==> config.mk <==
export PLATFORM = sky130hd
export DESIGN_NAME = rca16_wide_add_seq
export DESIGN_NICKNAME = d
export VERILOG_FILES = /design/src/rtl/rca16_wide_add_seq.sv
export SDC_FILE = /design/constraint.sdc
export NUM_CORES = 1
export LEC_CHECK = 0
export ABC_AREA = 1
export CAP_MARGIN = 40
export CELL_PAD_IN_SITES_DETAIL_PLACEMENT = 1
export CELL_PAD_IN_SITES_GLOBAL_PLACEMENT = 2
export CORE_MARGIN = 8
export CORE_UTILIZATION = 34
export CTS_BUF_LIST = sky130_fd_sc_hd__clkbuf_8 sky130_fd_sc_hd__clkbuf_16
export CTS_CLUSTER_SIZE = 28
export DETAILED_ROUTE_END_ITERATION = 6
export GPL_TIMING_DRIVEN = 0
export PLACE_DENSITY_LB_ADDON = 0.1
export SYNTH_ARGS = -nofsm -noshare
export SYNTH_HDL_FRONTEND = slang
export SYNTH_HIERARCHICAL = 1
export SYNTH_SLANG_ARGS = --single-unit
==> constraint.sdc <==
create_clock -name clk -period 22.9 [get_ports clk]
set_input_delay 4.58 -clock clk [delete_from_list [all_inputs] [get_ports clk]]
set_output_delay 4.58 -clock clk [all_outputs]
set_load 0.01 [all_outputs]
==> src/rtl/rca16_wide_add_seq.sv <==
// Multi-cycle wide adder/subtractor: one shared 16-bit ripple-carry slice is
// stepped LSB-first over WORDS slices, with the slice carry held in a register.

module rca16 (
   input  logic [15:0] x,
   input  logic [15:0] y,
   input  logic        cin,
   output logic [15:0] s,
   output logic        co
);

   logic [16:0] c;

   always_comb begin
      c    = '0;
      s    = '0;
      c[0] = cin;
      for (int unsigned i = 0; i < 16; i++) begin
         s[i]   = x[i] ^ y[i] ^ c[i];
         c[i+1] = (x[i] & y[i]) | (c[i] & (x[i] ^ y[i]));
      end
      co = c[16];
   end

endmodule

module rca16_wide_add_seq #(
   parameter int unsigned WORDS = 4
) (
   input  logic                  clk,
   input  logic                  rst,
   input  logic                  in_valid,
   output logic                  in_ready,
   input  logic [16*WORDS-1:0]   a,
   input  logic [16*WORDS-1:0]   b,
   input  logic                  sub,
   output logic                  out_valid,
   input  logic                  out_ready,
   output logic [16*WORDS-1:0]   sum,
   output logic                  cout,
   output logic                  ovf
);

   localparam int unsigned W  = 16 * WORDS;
   localparam int unsigned IW = (WORDS > 1) ? $clog2(WORDS) : 1;
   localparam logic [IW-1:0] LAST = IW'(WORDS - 1);

   typedef enum logic [1:0] {IDLE, RUN, DONE} state_t;

   state_t          state;
   logic [IW-1:0]   idx;
   logic            carry;
   logic [W-1:0]    a_q;
   logic [W-1:0]    b_q;
   logic [15:0]     a_sl;
   logic [15:0]     b_sl;
   logic [15:0]     s_sl;
   logic            co_sl;

   // B is stored already inverted for subtraction, so the slice only adds.
   always_comb begin
      a_sl = '0;
      b_sl = '0;
      for (int unsigned w = 0; w < WORDS; w++) begin
         if (idx == IW'(w)) begin
            a_sl = a_q[16*w +: 16];
            b_sl = b_q[16*w +: 16];
         end
      end
   end

   rca16 u_slice (
      .x   (a_sl),
      .y   (b_sl),
      .cin (carry),
      .s   (s_sl),
      .co  (co_sl)
   );

   always_ff @(posedge clk) begin
      if (rst) begin
         state     <= IDLE;
         idx       <= '0;
         carry     <= 1'b0;
         in_ready  <= 1'b1;
         out_valid <= 1'b0;
         sum       <= '0;
         cout      <= 1'b0;
         ovf       <= 1'b0;
      end else begin
         case (state)
            IDLE: begin
               if (in_valid) begin
                  a_q      <= a;
                  b_q      <= sub ? ~b : b;
                  carry    <= sub;
                  idx      <= '0;
                  sum      <= '0;
                  in_ready <= 1'b0;
                  state    <= RUN;
               end
            end
            RUN: begin
               for (int unsigned w = 0; w < WORDS; w++) begin
                  if (idx == IW'(w)) sum[16*w +: 16] <= s_sl;
               end
               carry <= co_sl;
               if (idx == LAST) begin
                  cout      <= co_sl;
                  ovf       <= (a_q[W-1] == b_q[W-1]) && (s_sl[15] != a_q[W-1]);
                  idx       <= '0;
                  out_valid <= 1'b1;
                  state     <= DONE;
               end else begin
                  idx <= idx + 1'b1;
               end
            end
            DONE: begin
               if (out_ready) begin
                  out_valid <= 1'b0;
                  in_ready  <= 1'b1;
                  state     <= IDLE;
               end
            end
            default: begin
               state     <= IDLE;
               in_ready  <= 1'b1;
               out_valid <= 1'b0;
            end
         endcase
      end
   end

endmodule

# Word-level counts from Yosys, hierarchy flattened
# Cells that the tools add are included.
op_classes:
  n_mux: 30
  bitwise_logic: 84
  n_eq_ne: 13
  n_reduce_logical: 14
  n_addsub: 1
op_table:
  columns: ["cell", "n"]
  rows:
  - ["$mux W16", 12]
  - ["$mux W64", 2]
  - ["$pmux W64 S2", 1]
  - ["$not A64 Y64", 1]
  - ["$and A1 B1 Y1", 32]
  - ["$xor A1 B1 Y1", 32]
  - ["$reduce_and A3 Y1", 8]
  - ["$or A1 B1 Y1", 16]
  - ["$ne A2 B2 Y1 const B", 6]
  - ["$mux W2", 5]
  - ["$eq A2 B2 Y1 const B", 3]
  - ["$pmux W1 S3", 2]
  - ["$pmux W2 S3", 1]
  - ["$mux W1", 5]
  - ["$eq A2 B1 Y1 const B", 2]
  - ["$logic_not A2 Y1", 2]
  - ["$pmux W2 S2", 1]
  - ["$reduce_and A2 Y1", 2]
  - ["$not A1 Y1", 3]
  - ["$add A2 B1 Y2 const B", 1]
  - ["$pmux W1 S2", 1]
  - ["$reduce_bool A2 Y1", 1]
  - ["$eq A1 B1 Y1", 1]
  - ["$logic_and A1 B1 Y1", 1]
  - ["$ne A1 B1 Y1", 1]
word_totals:
  output_inout_bits: 68
  register_bits: 201
  in_bits: 133
  wordCells: 155

# Longest topological paths before layout
# Gate-level depths: netlist of the first run.
depth:
  depth_word: 39
  ltp_mapped: 34

# By module
# The synthesis of the first run kept the hierarchy.
modules_own_cells:
  columns: ["module", "cells_per_inst", "area_per_inst_um2", "n_inst", "seq_area_each_um2"]
  rows:
  - ["rca16_wide_add_seq", 813, 8430.6, 1, 5305.1]
  - ["rca16", 26, 357.8, 1, 0.0]

# Least setup slack after synthesis of the first run
# No wires, ideal clock.
synth_path:
  path_type: "input-to-reg"
  from: "input in_valid"
  to: "register a_q[0] (enable)"
  arrival_time_ns: 10.169
  path_stages: 3
  required_ns: 22.280
  setup_slack_ns: 12.112
  setup_ns: 0.620
  path_cell_list: "nand2_2 > buf_6 > nor2_1"
synth_via:
  elab_chain_len: 1
synth_lines:
  columns: ["item", "line_no", "rtl"]
  rows:
  - ["from (decl)", "32", "input logic in_valid,"]
  - ["$reduce_and A3 Y1 (no line)", null, null]
  - ["to (signal assigned)", "94", "a_q <= a;"]
  - ["to (decl)", "53", "logic [W-1:0] a_q;"]
# Every way passes these cells.
# A chain may end at the register's enable or synchronous reset.

# Final worst setup path of the first run
layout_path:
  from: "register idx[0]"
  to: "register sum[47]"
layout_via:
  elab_chain_len: 39
  elab_cells_between_ends: 78
layout_lines:
  columns: ["item", "line_no", "rtl"]
  rows:
  - ["from (decl)", "51", "logic [IW-1:0] idx;"]
  - ["from (signal assigned)", "115", "idx <= idx + 1'b1;"]
  - ["$logic_not A2 Y1", "65", "if (idx == IW'(w)) begin"]
  - ["$mux W16 (3 in series)", "65", null]
  - ["$mux W16 *", "65", null]
  - ["via b_sl[0]", "56", "logic [15:0] b_sl;"]
  - ["$xor A1 B1 Y1", "20", "c[i+1] = (x[i] & y[i]) | (c[i] & (x[i] ^ y[i]));"]
  - ["$and A1 B1 Y1", "20", null]
  - ["$or A1 B1 Y1 *", "20", null]
  - ["$and A1 B1 Y1 *", "20", null]
  - ["[... 23 more ...]", null, null]
  - ["$and A1 B1 Y1 *", "20", null]
  - ["$or A1 B1 Y1 *", "20", null]
  - ["$and A1 B1 Y1 *", "20", null]
  - ["$or A1 B1 Y1 *", "20", null]
  - ["$xor A1 B1 Y1 *", "19", "s[i] = x[i] ^ y[i] ^ c[i];"]
  - ["via s_sl[15]", "57", "logic [15:0] s_sl;"]
  - ["$mux W16 *", "105", "if (idx == IW'(w)) sum[16*w +: 16] <= s_sl;"]
  - ["$pmux W64 S2 *", "91", "case (state)"]
  - ["to (signal, indexed assignment)", "105", null]
  - ["to (decl)", "39", "output logic [16*WORDS-1:0] sum,"]
# The timed path passes the listed nets; every way through them passes the cells marked *. The select of a mux whose other input is x is not followed.

==> flow_metrics.py, run 1 <==
metrics = {
    "run_status": {
        "result_of_the_run": "completed",
    },
    "place": {
        "port_buffers": 198,
        "placed_cell_area_um2": 11300,
        "gp_congestion": 0.757,
        "dpl.hpwl_um": 19700,
    },
    "yosys": {
        "yosys_most_used_dff": "sky130_fd_sc_hd__edfxtp_1",
        "seq_area_frac_synth_pct": 60.4,
        "ys_ff_latch": 201,
        "synthCells": 839,
        "post_synth_arst_share_pct": 0,
        "netlist_top_cells_area": "sky130_fd_sc_hd__edfxtp_1 (44%), sky130_fd_sc_hd__dfxtp_1 (17%), sky130_fd_sc_hd__nand2_1 (11%), sky130_fd_sc_hd__xor2_1 (6.4%), sky130_fd_sc_hd__a21oi_1 (5.0%)",
        "synth.yosys.warnings": 6,
        "syn_area_um2": 8790,
        "synth_commonest_cells": "sky130_fd_sc_hd__nand2_1 (258), sky130_fd_sc_hd__edfxtp_1 (128), sky130_fd_sc_hd__a21oi_1 (87)",
        "synth_edf_count": 128,
        "avgSynthCellArea_um2": 10.5,
        "yosysUniqueCellTypes": 25,
        "synth_largest_type_area_fraction_pct": 43.7,
        "netlist.top_cell.by_area": "sky130_fd_sc_hd__edfxtp_1",
        "synth.net_count": 992,
        "synthMostInstantiatedCell": "sky130_fd_sc_hd__nand2_1",
    },
    "sta": {
        "maxSlewViolCount": 0,
        "report.final.setup_viol": 0,
        "worst_pin_slew_ps": 836,
        "setup_tns_ps": 0,
        "unrepaired_setup_endpoints_after_global_routing": "false",
        "report.final.hold_viol_count": 0,
        "max_clock_skew_ps": 13.7,
        "max_slew_margin_pct": 44.1,
        "fmaxAchievable_ghz": 0.111,
        "fin_crit_sh_pct": 39.2,
        "layout_min_cycle_time_ps": 8980,
    },
    "hold_path": {
        "hold_path_class": "flip-flop to flip-flop",
        "hp-start": "in_ready$_SDFFE_PP1P_",
        "min_path_cells": 2,
        "min_to": "in_ready$_SDFFE_PP1P_",
    },
    "detailed_routing": {
        "drt_pre_antenna_iters": 4,
        "routed_wl_um": 25800,
        "drt_via_density": 4.55,
        "wl_met2_um": 12400,
        "vias": 6463,
        "highest-signal-layer": "met4",
        "detailedRoute.firstIterationViolations": 329,
        "wire_per_inst_um": 18.2,
        "dr_wl_met3_um": 1570,
        "wl_met1_um": 11400,
        "antenna_violating_nets_post_route": 0,
        "remaining_drc_errors": 0,
    },
    "power": {
        "peakVddDrop_uv": 56.8,
        "sw_frac_of_total_pct": 26.4,
        "clock_power_share_pct": 38.5,
        "power.static_leakage_nw": 4.66,
        "internal_power_w": 0.000733,
        "power_frac_seq_pct": 42.3,
        "comb_power_share_pct": 19.2,
        "p_sw_w": 0.000263,
        "pwr_density_cell_nw_per_um2": 82.3,
    },
    "run": {
        "drv_cap": 0,
    },
    "cells_and_area": {
        "area_overhead_vs_synth_pct": 37.7,
        "final_antenna_diode_count": 0,
        "post_route_cells_drive_above_1_share_pct": 8.21,
        "layout.filler_cells": 2851,
        "final_area_um2": 12100,
        "layout.nets": 1220,
    },
    "die": {
        "chipHeight_um": 177,
        "horizontal_extent_of_the_die_um": 177,
        "placeableCoreArea_um2": 25700,
        "die_area_um2": 31200,
        "ios": 201,
        "num_rows": 59,
        "start_util_pct": 34.2,
    },
    "critical_path": {
        "cp_slowest_cell": "sky130_fd_sc_hd__fa_1",
        "critical_path_arrival_ps": 9410,
        "crit_path_max_incr_delay_ps": 470,
        "reg2reg_setup_slack_ps": 13920,
        "cp_launch_type": "flip-flop",
        "worstSetupEndpointType": "flip-flop",
        "required_ps": 23330,
        "crit_fanout": 10,
        "crit-reg2reg-launch": "idx[0]$_SDFFE_PP0P_",
        "worstSetupPathType": "flip-flop to flip-flop",
        "reg2regPathDepth": 32,
        "cell_with_the_most_instances_on_the_worst_path": "sky130_fd_sc_hd__fa_1",
        "worst_r2r_endpoint": "sum[47]$_SDFFE_PP0P_",
    },
    "clock_network": {
        "cts.htree.levels": 1,
        "cts.path.max_buffers": 3,
        "clock_tree_sinks": 201,
        "cts_resized": 0,
        "cts_root_buffer": "sky130_fd_sc_hd__clkbuf_16",
        "worst_skew_pair.late_latency_ps": 510,
        "cts.clk_slew.worst_paths_ps": 60,
        "cts_tree": "done",
        "cts_inserted_buffers": 24,
        "postCtsSetupRepairBufs": 0,
        "hold_buffers": 0,
    },
    "global_route": {
        "grt_pass1_vias": 6984,
        "track_usage_pct": 16.4,
        "wire_length_of_the_first_global_routing_pass_um": 39800,
        "grt_antenna_before_repair": 0,
        "grt-ovfl-total": 0,
        "grt_start_max_net_pins": 32,
    },
}
[worst max-delay path, delay by kind of cell (launching register included)]
kind	cells	cell delay, ps
fa+ha+maj	17	6480
compound gates	3	420
buf+inv	8	880
simple gates	4	740
flops	1	380
[per-layer routing]
metal	global-route usage, %	up-vias
met3	3.44	31
met2	27.7	159
met1	21.0	3046
met5	0	-
li1	-	3227
met4	4.10	0
[stage by stage]
stage	hold WS (ps)	util, %	instances	setup WS, ps	total power, W
after floorplan	474	-	839	12110	0.000534
after global placement	447	43.6	1372	9090	0.000621
after detailed placement	449	43.9	1376	13890	0.000625
after CTS	463	47.1	1419	13860	0.00101
after global routing	479	47.1	1419	13420	0.00105
final	457	47.1	1419	13920	0.000996
[cells in the final DEF, fill, tap and decap left out, types with 4 or more instances in the layout]
cell                              Yosys  routed
sky130_fd_sc_hd__a21oi_1             87      87
sky130_fd_sc_hd__buf_2               15      15
sky130_fd_sc_hd__buf_4                6       6
sky130_fd_sc_hd__buf_6                5       5
sky130_fd_sc_hd__clkbuf_1            21      21
sky130_fd_sc_hd__clkbuf_16            0      26
sky130_fd_sc_hd__clkbuf_8             0       7
sky130_fd_sc_hd__clkdlybuf4s50_1      0     198
sky130_fd_sc_hd__dfxtp_1             73      73
sky130_fd_sc_hd__edfxtp_1           128     128
sky130_fd_sc_hd__fa_1                16      16
sky130_fd_sc_hd__ha_1                 4       4
sky130_fd_sc_hd__inv_1               35      40
sky130_fd_sc_hd__nand2_1            258     258
sky130_fd_sc_hd__nand2_2              4       4
sky130_fd_sc_hd__nand3b_1            16      16
sky130_fd_sc_hd__nor2_1              48      47
sky130_fd_sc_hd__nor2_2               4       4
sky130_fd_sc_hd__nor2_4               7       8
sky130_fd_sc_hd__o211ai_1            32      32
sky130_fd_sc_hd__o21ai_0              5       5
sky130_fd_sc_hd__xor2_1              64      64
[registers in the layout (all words and copies together) (netlist names)]
signal,cells
sum,64
cout,1
carry,1
idx,2
ovf,1
state,2
b_q,64
a_q,64
in_ready,1
out_valid,1
[cells by family after synthesis]
kind of cell / count (synthesis) / share of synthesized area [%]
AND/OR/NAND/NOR: 341 / 16.2
XOR/XNOR: 64 / 6.38
buffers and inverters: 88 / 4.78
flip-flops: 201 / 60.4
AO/OA/AOI/OAI: 125 / 8.06
adder cells (fa/ha/maj): 20 / 4.21
[power by group through the flow]
stage / registers, W / logic (W) / clock network, W
floorplan: 0.000434 / 0.0000997 / 0
global placement: 0.000432 / 0.000189 / 0
detailed placement: 0.000429 / 0.000196 / 0
CTS: 0.000422 / 0.000197 / 0.000394
global route: 0.000423 / 0.000216 / 0.000407
finish: 0.000421 / 0.000191 / 0.000384
[worst max path at each step]
stage,cells past startpoint,startpoint,to,slack (ps)
after floorplan,3,in_valid,a_q[0]$_DFFE_PP_,12110
after global placement,4,in_valid,a_q[27]$_DFFE_PP_,9090
after detailed placement,31,idx[0]$_SDFFE_PP0P_,sum[47]$_SDFFE_PP0P_,13890
after CTS,31,idx[0]$_SDFFE_PP0P_,sum[47]$_SDFFE_PP0P_,13860
after global routing,32,idx[0]$_SDFFE_PP0P_,sum[47]$_SDFFE_PP0P_,13420
final,32,idx[0]$_SDFFE_PP0P_,sum[47]$_SDFFE_PP0P_,13920
[layout make-up]
cell class                 instances  area [um^2]  share of cell area, %
sequential                       201         5310                   43.8
clock buffer                      33          747                   6.17
tap                              335          419                   3.46
buffer                            50          278                   2.30
inverter                          38          143                   1.18
timing repair buffer             202         2070                   17.1
multi-input combinational        550         3070                   25.4
clock inverter                    10         70.1                  0.579
(Power assumes the default switching activity.)
==> run 2, diff against run 1 <==
Settings changed: CORE_UTILIZATION 34 to 28.
Clock period 22.9 ns to 7.75 ns, I/O delays scaled along.
==> run 2 against run 1 <==
Compared with the run above: sequential share of layout area down 1.7 points; non-clock buffer count rose by 17; critical path depth decreased by 2; via count increased by 1.2%; die area up 19%; global-route usage is 1.0 points lower; power rose to 3.0 times the previous value; largest cell class unchanged.
==> flow_metrics.py, run 2 (synthesis results as in run 1) <==
metrics = {
    "detailed_routing": {
        "wire_per_inst_um": 19.1,
        "remaining_drc_errors": 0,
        "drt_via_density": 4.35,
        "drt_pre_antenna_iters": 4,
        "routed_wl_um": 28700,
        "vias": 6542,
        "detailedRoute.firstIterationViolations": 241,
        "antenna_violating_nets_post_route": 0,
    },
    "power": {
        "peakVddDrop_uv": 134,
        "comb_power_share_pct": 20.5,
        "p_sw_w": 0.000811,
        "internal_power_w": 0.00219,
        "power.static_leakage_nw": 4.81,
        "design_power_w": 0.00300,
        "sw_frac_of_total_pct": 27.0,
        "pwr_density_cell_nw_per_um2": 238,
        "clock_power_share_pct": 38.0,
        "power_frac_seq_pct": 41.5,
    },
    "die": {
        "ios": 201,
        "start_util_pct": 28.1,
        "placeableCoreArea_um2": 31200,
        "num_rows": 65,
        "die_area_um2": 37300,
        "horizontal_extent_of_the_die_um": 193,
        "chipHeight_um": 193,
    },
    "clock_network": {
        "worst_skew_pair.late_latency_ps": 530,
        "cts.htree.levels": 1,
        "cts_tree": "done",
        "cts_root_buffer": "sky130_fd_sc_hd__clkbuf_16",
        "cts.path.max_buffers": 3,
        "cts.clk_slew.worst_paths_ps": 60,
        "cts_inserted_buffers": 25,
        "clock_tree_sinks": 201,
    },
    "sta": {
        "max_clock_skew_ps": 22.1,
        "max_slew_margin_pct": 45.2,
        "layout_min_cycle_time_ps": 7580,
        "worst_pin_slew_ps": 820,
        "report.final.hold_viol_count": 0,
        "unrepaired_setup_endpoints_after_global_routing": "true",
        "final.setup.worst_slack_ps": 168,
        "report.final.setup_viol": 0,
        "maxSlewViolCount": 0,
        "fin_crit_sh_pct": 97.8,
        "fmaxAchievable_ghz": 0.132,
    },
    "critical_path": {
        "crit-reg2reg-launch": "idx[0]$_SDFFE_PP0P_",
        "worstSetupPathType": "flip-flop to flip-flop",
        "reg2reg_setup_slack_ps": 170,
        "timing.critical_path.max_delay_family": "adder cells",
        "critical_path_arrival_ps": 8030,
        "cell_with_the_most_instances_on_the_worst_path": "sky130_fd_sc_hd__fa_2",
        "critical_path.n_buffers_inverters": 8,
        "crit_path_max_incr_delay_ps": 410,
        "cp_slowest_cell": "sky130_fd_sc_hd__fa_1",
        "cp_launch_type": "flip-flop",
        "crit_fanout": 8,
        "timing.critical_path.depth": 30,
        "required_ps": 8200,
        "reg2regPathDepth": 30,
        "worstSetupEndpointType": "flip-flop",
        "worst_r2r_endpoint": "sum[15]$_SDFFE_PP0P_",
    },
    "cells_and_area": {
        "area_overhead_vs_synth_pct": 43.3,
        "layout_commonest_cell": "sky130_fd_sc_hd__nand2_1",
        "layout.nets": 1238,
        "final_antenna_diode_count": 0,
        "final_area_um2": 12600,
        "post_route_cells_drive_above_1_share_pct": 12.9,
        "commonest_non_fill_non_tap_cells_in_the_layout": "sky130_fd_sc_hd__nand2_1 (256), sky130_fd_sc_hd__clkdlybuf4s50_1 (198), sky130_fd_sc_hd__edfxtp_1 (128)",
        "largestRegisters": "a_q (64), b_q (64), sum (64)",
        "final_util_pct": 40.3,
    },
    "place": {
        "dpl.hpwl_um": 21400,
        "port_buffers": 198,
        "gp_congestion": 0.719,
        "dp_worst_setup_slack_ps": -1170,
        "placed_cell_area_um2": 11400,
    },
    "global_route": {
        "grt_antenna_before_repair": 1,
        "wire_length_of_the_first_global_routing_pass_um": 42900,
        "grt-ovfl-total": 0,
        "grt_start_max_net_pins": 34,
        "track_usage_pct": 15.3,
        "grt_pass1_vias": 7174,
    },
    "run_status": {
        "result_of_the_run": "completed",
    },
    "hold_path": {
        "hp-start": "sum[2]$_SDFFE_PP0P_",
        "min_to": "sum[2]$_SDFFE_PP0P_",
        "hold_path_class": "flip-flop to flip-flop",
        "min_path_cells": 2,
    },
    "run": {
        "drv_cap": 0,
    },
}
[run 2: cell type report]
class	instances	area (um^2)
multi-input combinational	550	3170
sequential	201	5310
timing repair buffer	221	2210
buffer	48	428
clock buffer	27	653
tap	402	503
clock inverter	18	151
inverter	38	161
fill	3469	18600
[run 2: worst register-to-register path: cells and delay by family, from the launching register on]
kind / cells / cell delay, ps
buffers and inverters: 8 / 610
adder cells (fa/ha/maj): 17 / 5820
AO/OA/AOI/OAI: 2 / 350
AND/OR/NAND/NOR: 3 / 370
flip-flops: 1 / 370
[run 2: through the flow]
stage                     TNS, ps  cells  hold slack [ps]
after floorplan                 0    839              474
after global placement     -10340   1439              445
after detailed placement   -11790   1443              453
after CTS                   -1390   1499              462
after global routing         -359   1505              472
final                           0   1505              460
[run 2: timing repair]
action                     in CTS  in global routing
pin swaps                      24                 26
setup endpoints to repair      19                 13
buffers inserted               11                  8
resized for setup              83                  4
hold buffers                    0                  0
[run 2: power groups by stage]
| stage | Combinational, W | Sequential (W) | Clock [W] |
|---|---|---|---|
| floorplan | 0.000296 | 0.00128 | 0 |
| global placement | 0.000579 | 0.00127 | 0 |
| detailed placement | 0.000593 | 0.00127 | 0 |
| CTS | 0.000637 | 0.00125 | 0.00118 |
| global route | 0.000694 | 0.00125 | 0.00121 |
| finish | 0.000617 | 0.00125 | 0.00114 |
[run 2: per-layer routing]
| layer | vias up | GRT usage, % | part of all wire (%) |
|---|---|---|---|
| met2 | 154 | 26.9 | 49 |
| met5 | - | 0 | 0.035 |
| met3 | 36 | 3.09 | 5.1 |
| met4 | 2 | 3.61 | 2.0 |
| li1 | 3264 | - | - |
| met1 | 3086 | 19.2 | 44 |
[run 2: how the worst max path moves through the flow]
| stage | startpoint | endpoint |
|---|---|---|
| CTS | idx[0]$_SDFFE_PP0P_ | sum[15]$_SDFFE_PP0P_ |
| floorplan | idx[0]$_SDFFE_PP0P_ | sum[15]$_SDFFE_PP0P_ |
| detailed placement | idx[0]$_SDFFE_PP0P_ | sum[15]$_SDFFE_PP0P_ |
| global route | idx[0]$_SDFFE_PP0P_ | sum[31]$_SDFFE_PP0P_ |
| finish | idx[0]$_SDFFE_PP0P_ | sum[15]$_SDFFE_PP0P_ |
| global placement | idx[0]$_SDFFE_PP0P_ | sum[47]$_SDFFE_PP0P_ |
==> run 3, diff against run 2 <==
Settings changed: CTS_BUF_LIST sky130_fd_sc_hd__clkbuf_8 sky130_fd_sc_hd__clkbuf_16 to sky130_fd_sc_hd__clkbuf_16.
Clock period 7.75 ns to 6.2 ns, I/O delays scaled along.
==> run 3 against run 2 <==
Compared with the run above: the flow now finishes with violations (negative setup slack); wire length increased by 3.6%; global-route usage increased by 0.46 points; first-iteration DRC count increased by 19%; sequential cell count unchanged; non-clock buffer count increased by 1; highest routed layer unchanged; critical path type unchanged; combinational power increased by 32%; clock power increased by 17%; hold slack improved by 1.9 ps; largest power group unchanged.
==> flow_metrics.py, run 3 (synthesis results as in run 1) <==
metrics = {
    "place": {
        "port_buffers": 198,
        "gp_congestion": 0.705,
        "post-place-cells": 1444,
        "dp_worst_setup_slack_ps": -1730,
        "dpl.hpwl_um": 21800,
    },
    "detailed_routing": {
        "routed_wl_um": 29700,
        "wire_per_inst_um": 19.8,
        "remaining_drc_errors": 0,
        "vias": 6663,
        "drt_pre_antenna_iters": 4,
        "drt_via_density": 4.43,
        "antenna_violating_nets_post_route": 0,
        "detailedRoute.firstIterationViolations": 286,
    },
    "critical_path": {
        "crit_fanout": 7,
        "crit_path_max_incr_delay_ps": 440,
        "cp_launch_type": "flip-flop",
        "reg2regPathDepth": 30,
        "worstSetupPathType": "flip-flop to flip-flop",
        "cp_slowest_cell": "sky130_fd_sc_hd__fa_2",
        "reg2reg_setup_slack_ps": -1500,
        "worstSetupEndpointType": "flip-flop",
        "worst_r2r_endpoint": "sum[31]$_SDFFE_PP0P_",
        "critical_path_arrival_ps": 8150,
        "crit-reg2reg-launch": "idx[0]$_SDFFE_PP0P_",
        "required_ps": 6650,
        "cell_with_the_most_instances_on_the_worst_path": "sky130_fd_sc_hd__fa_2",
    },
    "global_route": {
        "wire_length_of_the_first_global_routing_pass_um": 44000,
        "grt_start_max_net_pins": 31,
        "grt_pass1_vias": 7207,
        "track_usage_pct": 15.8,
        "grt-ovfl-total": 0,
        "grt_antenna_before_repair": 4,
    },
    "sta": {
        "fin_crit_sh_pct": 124,
        "final.setup.worst_slack_ps": -1500,
        "max_clock_skew_ps": 13.0,
        "fmaxAchievable_ghz": 0.130,
        "worst_pin_slew_ps": 779,
        "report.final.setup_viol": 23,
        "layout_min_cycle_time_ps": 7700,
        "max_slew_margin_pct": 48.1,
        "maxSlewViolCount": 0,
        "unrepaired_setup_endpoints_after_global_routing": "true",
        "report.final.hold_viol_count": 0,
    },
    "power": {
        "comb_power_share_pct": 22.0,
        "clock_power_share_pct": 35.9,
        "power.static_leakage_nw": 4.79,
        "pwr_density_cell_nw_per_um2": 293,
        "sw_frac_of_total_pct": 28.6,
        "peakVddDrop_uv": 214,
        "power_frac_seq_pct": 42.1,
        "p_sw_w": 0.00106,
        "internal_power_w": 0.00264,
    },
    "clock_network": {
        "worst_skew_pair.late_latency_ps": 520,
        "clock_tree_sinks": 201,
        "cts_root_buffer": "sky130_fd_sc_hd__clkbuf_16",
        "cts.clk_slew.worst_paths_ps": 60,
        "cts.path.max_buffers": 3,
        "cts_inserted_buffers": 24,
        "cts.htree.levels": 1,
        "cts_tree": "done",
    },
    "hold_path": {
        "hp-start": "sum[2]$_SDFFE_PP0P_",
        "min_to": "sum[2]$_SDFFE_PP0P_",
        "min_path_cells": 2,
        "hold_path_class": "flip-flop to flip-flop",
    },
    "cells_and_area": {
        "commonest_non_fill_non_tap_cells_in_the_layout": "sky130_fd_sc_hd__nand2_1 (251), sky130_fd_sc_hd__clkdlybuf4s50_1 (198), sky130_fd_sc_hd__edfxtp_1 (128)",
        "layoutNonFillerInstCount": 1505,
        "final_antenna_diode_count": 0,
        "layout_commonest_cell": "sky130_fd_sc_hd__nand2_1",
        "layout.nets": 1238,
        "largestRegisters": "a_q (64), b_q (64), sum (64)",
        "post_route_cells_drive_above_1_share_pct": 14.9,
        "area_overhead_vs_synth_pct": 43.9,
    },
    "die": {
        "horizontal_extent_of_the_die_um": 193,
        "die_area_um2": 37300,
        "num_rows": 65,
        "chipHeight_um": 193,
        "start_util_pct": 28.1,
        "ios": 201,
        "placeableCoreArea_um2": 31200,
    },
    "run_status": {
        "result_of_the_run": "finished, violations left",
        "failing_checks": "negative setup slack",
    },
    "run": {
        "drv_cap": 0,
    },
}
[run 3: critical path, delay by kind of cell, from the launching register on]
kind                       cells  cell delay, ps
buffers and inverters          8             610
adders and majority gates     17            5840
and+or+nand+nor                3             430
DFF                            1             380
AOI/OAI and AO/OA              2             360
[run 3: how the worst max path moves through the flow]
stage                         from                   end  cells past startpoint
6_report       idx[0]$_SDFFE_PP0P_  sum[31]$_SDFFE_PP0P_                     30
4_1_cts        idx[0]$_SDFFE_PP0P_  sum[15]$_SDFFE_PP0P_                     32
3_5_place_dp   idx[1]$_SDFFE_PP0P_  sum[15]$_SDFFE_PP0P_                     30
5_1_grt        idx[0]$_SDFFE_PP0P_  sum[47]$_SDFFE_PP0P_                     30
3_3_place_gp   idx[0]$_SDFFE_PP0P_  sum[31]$_SDFFE_PP0P_                     30
2_1_floorplan  idx[0]$_SDFFE_PP0P_      ovf$_SDFFE_PP0P_                     33
[run 3: per-stage QoR]
step	hold WS, ps	total power, W	instance area (um^2)	utilization (%)	setup TNS (ps)
floorplan	468	0.00199	8920	-	-8170
global placement	446	0.00234	11400	36.5	-185810
detailed placement	457	0.00236	11500	36.9	-27810
CTS	467	0.00374	12500	40.1	-18830
global route	482	0.00390	12600	40.5	-23740
finish	462	0.00370	12600	40.5	-18460
[run 3: cell type report]
| cell class | instances | area (um^2) |
|---|---|---|
| clock inverters | 19 | 106 |
| clock buffers | 25 | 626 |
| inverters | 38 | 159 |
| multi-input cells | 550 | 3270 |
| plain buffers | 48 | 412 |
| well taps | 402 | 503 |
| flip-flops and latches | 201 | 5310 |
| fillers | 3423 | 18600 |
| repair buffers | 222 | 2260 |
[run 3: layer usage]
metal	wire length [um]	GRT usage, %	vias to the layer above	part of all wire (%)
met1	13600	20.3	3205	46
met5	55	0	-	0.18
met2	14100	27.1	146	47
met4	398	3.02	8	1.3
li1	-	-	3268	-
met3	1540	3.44	36	5.2
[run 3: power groups by stage]
stage / logic [W] / registers (W) / clock network [W]
2_1_floorplan: 0.000389 / 0.00160 / 0
3_3_place_gp: 0.000751 / 0.00159 / 0
3_5_place_dp: 0.000773 / 0.00159 / 0
4_1_cts: 0.000816 / 0.00156 / 0.00136
5_1_grt: 0.000905 / 0.00157 / 0.00143
6_report: 0.000813 / 0.00156 / 0.00133
[run 3: timing repair]
action	CTS	global route
resized for setup	40	28
hold buffers	0	0
buffers inserted	12	6
pin swaps	26	12
gates cloned	0	1
setup endpoints to repair	27	28
